<file path="config.mk">
export PLATFORM = sky130hd
export DESIGN_NAME = fwd_hazard_ctrl
export DESIGN_NICKNAME = d
export VERILOG_FILES = /design/src/rtl/fwd_hazard_ctrl.sv
export SDC_FILE = /design/constraint.sdc
export NUM_CORES = 1
export LEC_CHECK = 0
export ABC_AREA = 1
export CORE_ASPECT_RATIO = 0.75
export CORE_MARGIN = 8
export CORE_UTILIZATION = 39
export CTS_BUF_LIST = sky130_fd_sc_hd__clkbuf_16
export CTS_CLUSTER_SIZE = 20
export DETAILED_ROUTE_END_ITERATION = 10
export PLACE_DENSITY = 0.76
export SYNTH_ARGS = -nofsm -noshare
export SYNTH_HDL_FRONTEND = slang
export SYNTH_SLANG_ARGS = --single-unit
</file>
<file path="constraint.sdc">
create_clock -name clk -period 1.6 [get_ports clk]
set_input_delay 0.24 -clock clk [delete_from_list [all_inputs] [get_ports clk]]
set_output_delay 0.24 -clock clk [all_outputs]
set_load 0.02 [all_outputs]
</file>
<file path="src/rtl/fwd_hazard_ctrl.sv">
`default_nettype none
// ============================================================================
// fwd_hazard_ctrl : EX-stage operand forwarding and load-use/memory interlock
// Revision 1.0
// ============================================================================
module fwd_hazard_ctrl #(
    parameter int RA_W       = 5,
    parameter int LOAD_STALL = 1,
    parameter int FWD_R0     = 0,
    parameter int CNT_W      = 16
) (
    input  logic             clk,
    input  logic             rst,
    input  logic [RA_W-1:0]  ifid_rs,
    input  logic [RA_W-1:0]  ifid_rt,
    input  logic             ifid_uses_rt,
    input  logic [RA_W-1:0]  idex_rs,
    input  logic [RA_W-1:0]  idex_rt,
    input  logic [RA_W-1:0]  idex_dst,
    input  logic             idex_regwrite,
    input  logic             idex_memread,
    input  logic             idex_memwrite,
    input  logic             exmem_regwrite,
    input  logic [RA_W-1:0]  exmem_dst,
    input  logic             exmem_memreq,
    input  logic             dmem_ready,
    input  logic             memwb_regwrite,
    input  logic [RA_W-1:0]  memwb_dst,
    output logic [1:0]       fwd_a,
    output logic [1:0]       fwd_b,
    output logic             pc_en,
    output logic             ifid_en,
    output logic             idex_en,
    output logic             idex_bubble,
    output logic             exmem_en,
    output logic             memwb_en,
    output logic [CNT_W-1:0] stall_cnt
);

    localparam logic [0:0] S_RUN      = 1'b0;
    localparam logic [0:0] S_LU_STALL = 1'b1;
    localparam logic [2:0] C_LU_INIT  = 3'(LOAD_STALL - 1);

    logic [0:0]       r_state, w_state_nxt;
    logic [2:0]       r_lu_cnt, w_lu_cnt_nxt;
    logic [CNT_W-1:0] r_stall_cnt;
    logic             w_mem_stall;
    logic             w_lu_haz;

    function automatic logic qual_match(input logic we, input logic [RA_W-1:0] dst,
                                        input logic [RA_W-1:0] src);
        return we && ((dst != '0) || (FWD_R0 != 0)) && (dst == src);
    endfunction

    assign w_mem_stall = exmem_memreq & ~dmem_ready;
    assign w_lu_haz    = (r_state == S_RUN) && idex_memread &&
                         (qual_match(idex_regwrite, idex_dst, ifid_rs) ||
                          (ifid_uses_rt && qual_match(idex_regwrite, idex_dst, ifid_rt)));

    // EX/MEM always wins over MEM/WB; code 11 routes EX/MEM onto store data only
    always_comb begin
        fwd_a = 2'b00;
        fwd_b = 2'b00;
        if (rst) begin
            if (qual_match(exmem_regwrite, exmem_dst, idex_rs))
                fwd_a = 2'b10;
            else if (qual_match(memwb_regwrite, memwb_dst, idex_rs))
                fwd_a = 2'b01;

            if (qual_match(exmem_regwrite, exmem_dst, idex_rt))
                fwd_b = (idex_memwrite && !idex_regwrite) ? 2'b11 : 2'b10;
            else if (qual_match(memwb_regwrite, memwb_dst, idex_rt))
                fwd_b = 2'b01;
        end
    end

    always_ff @(posedge clk or negedge rst) begin
        if (!rst) begin
            r_state  <= S_RUN;
            r_lu_cnt <= 3'd0;
        end else begin
            r_state  <= w_state_nxt;
            r_lu_cnt <= w_lu_cnt_nxt;
        end
    end

    // A memory freeze holds the bubble schedule so the total stays LOAD_STALL
    always_comb begin
        w_state_nxt  = r_state;
        w_lu_cnt_nxt = r_lu_cnt;
        if (!w_mem_stall) begin
            case (r_state)
                S_RUN: begin
                    if (w_lu_haz && (LOAD_STALL > 1)) begin
                        w_state_nxt  = S_LU_STALL;
                        w_lu_cnt_nxt = C_LU_INIT;
                    end
                end
                S_LU_STALL: begin
                    w_lu_cnt_nxt = r_lu_cnt - 3'd1;
                    if (r_lu_cnt == 3'd1)
                        w_state_nxt = S_RUN;
                end
                default: w_state_nxt = S_RUN;
            endcase
        end
    end

    always_comb begin
        pc_en       = 1'b0;
        ifid_en     = 1'b0;
        idex_en     = 1'b0;
        idex_bubble = 1'b1;
        exmem_en    = 1'b0;
        memwb_en    = 1'b0;
        if (rst) begin
            if (w_mem_stall) begin
                idex_bubble = 1'b0;
            end else if ((r_state == S_LU_STALL) || w_lu_haz) begin
                idex_en     = 1'b1;
                idex_bubble = 1'b1;
                exmem_en    = 1'b1;
                memwb_en    = 1'b1;
            end else begin
                pc_en       = 1'b1;
                ifid_en     = 1'b1;
                idex_en     = 1'b1;
                idex_bubble = 1'b0;
                exmem_en    = 1'b1;
                memwb_en    = 1'b1;
            end
        end
    end

    always_ff @(posedge clk or negedge rst) begin
        if (!rst)
            r_stall_cnt <= '0;
        else if (!pc_en && (r_stall_cnt != '1))
            r_stall_cnt <= r_stall_cnt + CNT_W'(1);
    end

    assign stall_cnt = r_stall_cnt;

endmodule
`default_nettype wire
</file>
==> After elaboration in Yosys (flattened, before gate mapping) <==
Cells that the tools add are included.
{ "op_classes": {"bitwise_logic": 4, "multipliers": 0, "shifts": 0, "n_lt_le_gt_ge": 0, "div_mod_pow": 0, "n_eq_ne": 8, "n_addsub": 2, "muxes": 17, "reduce_logical": 22} }
{ "op_table": {"columns": ["operator", "n"], "rows": [
  ["5-bit equality test", 6],
  ["16-bit by 1-bit adder with 16-bit output, second input constant", 1],
  ["16-bit != test, second input constant", 1],
  ["5-bit nonzero test", 3],
  ["1-bit logical AND", 14],
  ["1-bit 2-to-1 mux", 13],
  ["2-bit 2-to-1 mux", 4],
  ["3-bit by 1-bit equality test with 1-bit output, second input constant", 1],
  ["1-bit inverter", 3],
  ["3-bit by 1-bit subtractor with 3-bit output, second input constant", 1],
  ["1-bit zero test", 2],
  ["1-bit logical OR", 2],
  ["2-bit AND reduction", 1],
  ["1-bit bitwise AND", 1]
]} }
{ "word_totals": {"n_memories": 0, "input_bits": 45, "reg_bits": 20, "output_inout_bits": 26, "ram_bits": 0, "latchBits": 0, "rom_bits": 0} }

==> Longest topological paths before layout <==
{ "logic_depth": {"word_depth": 12, "ltp_mapped": 12, "mapped_depth_nobuf": 11} }

==> Worst setup path before layout <==
Ideal clock, no wire load.
{ "synth_timing": {"path_type": "input to output", "start": "in exmem_memreq", "end": "out pc_en", "stages": 7, "t_required_ps": 1360, "arrival_time_ps": 1540, "path_slack_ps": -180, "path_buffers": 2, "path_cell_list": "inv_1 > nor2_1 > nor2_1 > nand3_2 > buf_2 > inv_1 > buf_4"} }
{ "synth_between": {"elab_chain_len": 3} }
{ "synth_rtl": {"columns": ["element", "line", "rtl"], "rows": [
  ["start, declared", "25", "input logic exmem_memreq,"],
  ["1-bit bitwise AND", "55", "assign w_mem_stall = exmem_memreq & ~dmem_ready;"],
  ["1-bit 2-to-1 mux (2 in a row)", null, null],
  ["end, declared", "31", "output logic pc_en,"]
]} }
Every way passes these cells.

==> Worst setup path in the final report <==
{ "layout_timing": {"start": "in idex_rs[4]", "end": "out fwd_a[0]"} }
{ "layout_between": {"elab_chain_len": 5, "elab_cells_between_ends": 7, "cone_classes": "2 x eq/ne; 3 x mux; 2 x reduce/logical"} }
{ "layout_rtl": {"columns": ["element", "line", "rtl"], "rows": [
  ["start, declared", "17", "input logic [RA_W-1:0] idex_rs,"],
  ["5-bit equality test", "52", "return we && ((dst != '0) || (FWD_R0 != 0)) && (dst == src);"],
  ["1-bit logical AND", "52", null],
  ["1-bit 2-to-1 mux", "67", "else if (qual_match(memwb_regwrite, memwb_dst, idex_rs))"],
  ["2-bit 2-to-1 mux *", "65", "if (qual_match(exmem_regwrite, exmem_dst, idex_rs))"],
  ["2-bit 2-to-1 mux *", "64", "if (rst) begin"],
  ["end, declared", "29", "output logic [1:0] fwd_a,"]
]} }
Mark *: on every way between the ends. The rest lies on a longest branch, timed or not.

==> results.yml <==
outcome:
  status: "finished with violations"
  violations: "negative setup slack"
place:
  hpwl_um: 4560
  place_congestion: 0.860
  place_ws_ns: -0.790
  place_area_um2: 2750
  io_buffers: 70
floorplanning:
  die_w_um: 93.4
  io_pins: 71
  core_um2: 4390
  die-area_um2: 6910
  rows: 21
  initial_core_util: 0.399
  die_height_um: 74.0
critical_path:
  crit_family: "buffers and inverters"
  slowest_delay_ns: 0.27
  crit_fanout: 2
  path_class: "in -> out"
  crit_path_top_delay_cell: "nor4_4"
  path_buf_inv: 2
  path_cells: "dlygate4sd2_1 > xor2_1 > nor4_4 > nand3_1 > a21oi_2 > buf_6"
  cp.required_ns: 1.36
  cp-start-kind: "input pin"
  cp-end-kind: "output port"
  arrival_ns: 1.37
drt:
  wl_um: 5740
  vias: 1990
  drtIter0Drc: 88
  drc: 0
  dr.pass1.iters: 4
  wl_per_cell_um: 13.7
  ant_nets: 0
  vias_per_cell: 4.74
timing:
  finalSetupViolations: 1
  rsz0062_at_grt: "true"
  hold_viol_final: 0
  fin_skew_ns: 0.00275
  relSlewSlack: 0.773
  worst_hold_slack_ns: 0.133
  period_share: 1.00
  layout_setup_ws_ns: -0.00637
  setup_tns_ns: -0.00637
  maxSlewViolCount: 0
  worst_pin_slew_ns: 0.338
  final.min_clock_period_ns: 1.61
  clock.fmax_mhz: 623
synth:
  post-synth-top-count-cell: "nand2_1"
  netlist_instances: 261
  yosys_warnings: 0
  yosysSeqAreaShare: 0.286
  synth-simple-area-share: 0.381
  synth_fa_ha_area_frac: 0.0214
  synth_top_flop_cell: "dfrtp_1"
  synth_top_family_by_area: "simple AND/OR/NAND/NOR gates"
  synth_xor_area_frac: 0.170
  syn_area_per_cell_um2: 6.71
  synth_largest_area_cell: "dfrtp_1"
  synth-seq-cells: 20
  synth_top_area_frac: 0.286
  synth.area.top_cells: "dfrtp_1, nand2_1, xor2_1"
  syn-cell-area_um2: 1750
  yosysUniqueCellTypes: 24
  ys_async_sr_fraction: 1.00
  syn-num-nets: 309
  netlist_top_cells_count: "nand2_1, inv_1, nand3_1"
  synth_compound_area_frac: 0.0329
  synthMuxAreaShare: 0
  synth_edf_count: 0
power:
  p_seq_frac: 0.324
  p_leak_uw: 0.00158
  comb_power_share: 0.450
  p_int_uw: 1450
  clock_power_share: 0.227
  p_per_area_nw_per_um2: 808
  switching_share: 0.362
  p_total_uw: 2270
  vdd.ir_drop.worst_v: 0.000592
  p_sw_uw: 824
flow_run:
  drv_cap: 0
finish:
  synthToLayoutAreaGrowth_pct: 60.8
  fin_area_um2: 2810
  nNetsFinal: 412
  n_antenna_cell: 0
  drive_above_1_share: 0.273
clocking:
  clkLatencyLatePin_ns: 0.25
  clkSlewWorstSetupHoldPaths_ns: 0.05
  cts_buffers: 3
  cts_tree: "built"
  clock-root-buffer: "clkbuf_16"
  cts_hold_buf: 0
  cts_buffer_depth: 2
  htreeDepth: 1
  clkSinkCount: 20
global_route:
  antenna_found_initial: 0
  grt_pass1_vias: 1978
  globalRouteTotalUtil: 0.165
  grt_first_pass_wirelength_um: 9320
  grt_max_degree: 18
  overflow: 0
hold_path:
  hold_class: "in -> async"
[layout make-up]
cell class | instances | area [um2]
clock buffers | 3 | 75.1
inverters | 39 | 146
well taps | 57 | 71.3
clock inverters | 1 | 3.75
multi-input cells | 196 | 1160
flip-flops and latches | 20 | 503
fillers | 386 | 1570
repair buffers | 104 | 853
[power groups by stage]
| stage | Sequential, uW | Combinational, uW | Clock (uW) |
|---|---|---|---|
| 2_1_floorplan | 850 | 421 | 0 |
| 3_3_place_gp | 740 | 1040 | 0 |
| 3_5_place_dp | 744 | 1060 | 0 |
| 4_1_cts | 734 | 1020 | 517 |
| 5_1_grt | 750 | 1130 | 552 |
| 6_report | 735 | 1020 | 515 |
[cell families (layout without fill, tap and decap cells)]
logic type | count (synthesis) | count (layout)
simple gates | 148 | 148
buf+inv | 45 | 147
xor+xnor | 34 | 34
flops | 20 | 20
compound gates | 11 | 11
fa+ha+maj | 3 | 3
[stage by stage]
stage / util / cells
after floorplan: - / 261
after global placement: 0.628 / 414
after detailed placement: 0.628 / 414
after CTS: 0.640 / 419
after global routing: 0.641 / 420
final: 0.641 / 420
[flip-flops by register name, summed over array words and instances, names as in the netlist]
name       count
r_lu_cnt       3
r_state        1
stall_cnt     16
[per-layer routing]
metal	track usage	routed length [um]	vias up
li1	-	-	1021
met1	0.202	2460	912
met2	0.307	2950	53
met3	0.0242	298	4
met4	0.0160	26	0
met5	0	0	-
[final timing paths]
check                      depth (start not counted)  slack, ns           end          from
hold reg to reg                                    2       0.48   r_lu_cnt[1]   r_lu_cnt[1]
setup / recovery                                   6     -0.006      fwd_a[0]    idex_rs[4]
setup reg to reg                                   7       0.11  stall_cnt[7]  stall_cnt[0]
hold / removal                                     2       0.13   r_lu_cnt[2]           rst
min in group clk                                   2       0.48   r_lu_cnt[1]   r_lu_cnt[1]
max in group asynchronous                          3       1.15  stall_cnt[4]           rst
[placed cells by master (no fill, tap or decap), drive strengths merged, types with 3 or more instances in the layout]
master | synthesis | routed
a21oi | 5 | 5
buf | 6 | 54
clkbuf | 0 | 12
clkdlybuf4s50 | 0 | 11
dfrtp | 20 | 20
dlygate4sd2 | 0 | 21
dlymetal6s2s | 0 | 7
ha | 3 | 3
inv | 39 | 39
nand2 | 80 | 80
nand3 | 28 | 28
nand4 | 6 | 6
nor2 | 22 | 22
nor3 | 9 | 9
o21ai | 4 | 4
xnor2 | 13 | 13
xor2 | 21 | 21
[repair_timing]
action | 4_1_cts | 5_1_grt
pin swaps | 20 | 21
endpoints found under the setup margin | 29 | 29
buffers inserted | 1 | 1
resized for setup | 137 | 44
(Power assumes the default switching activity.)
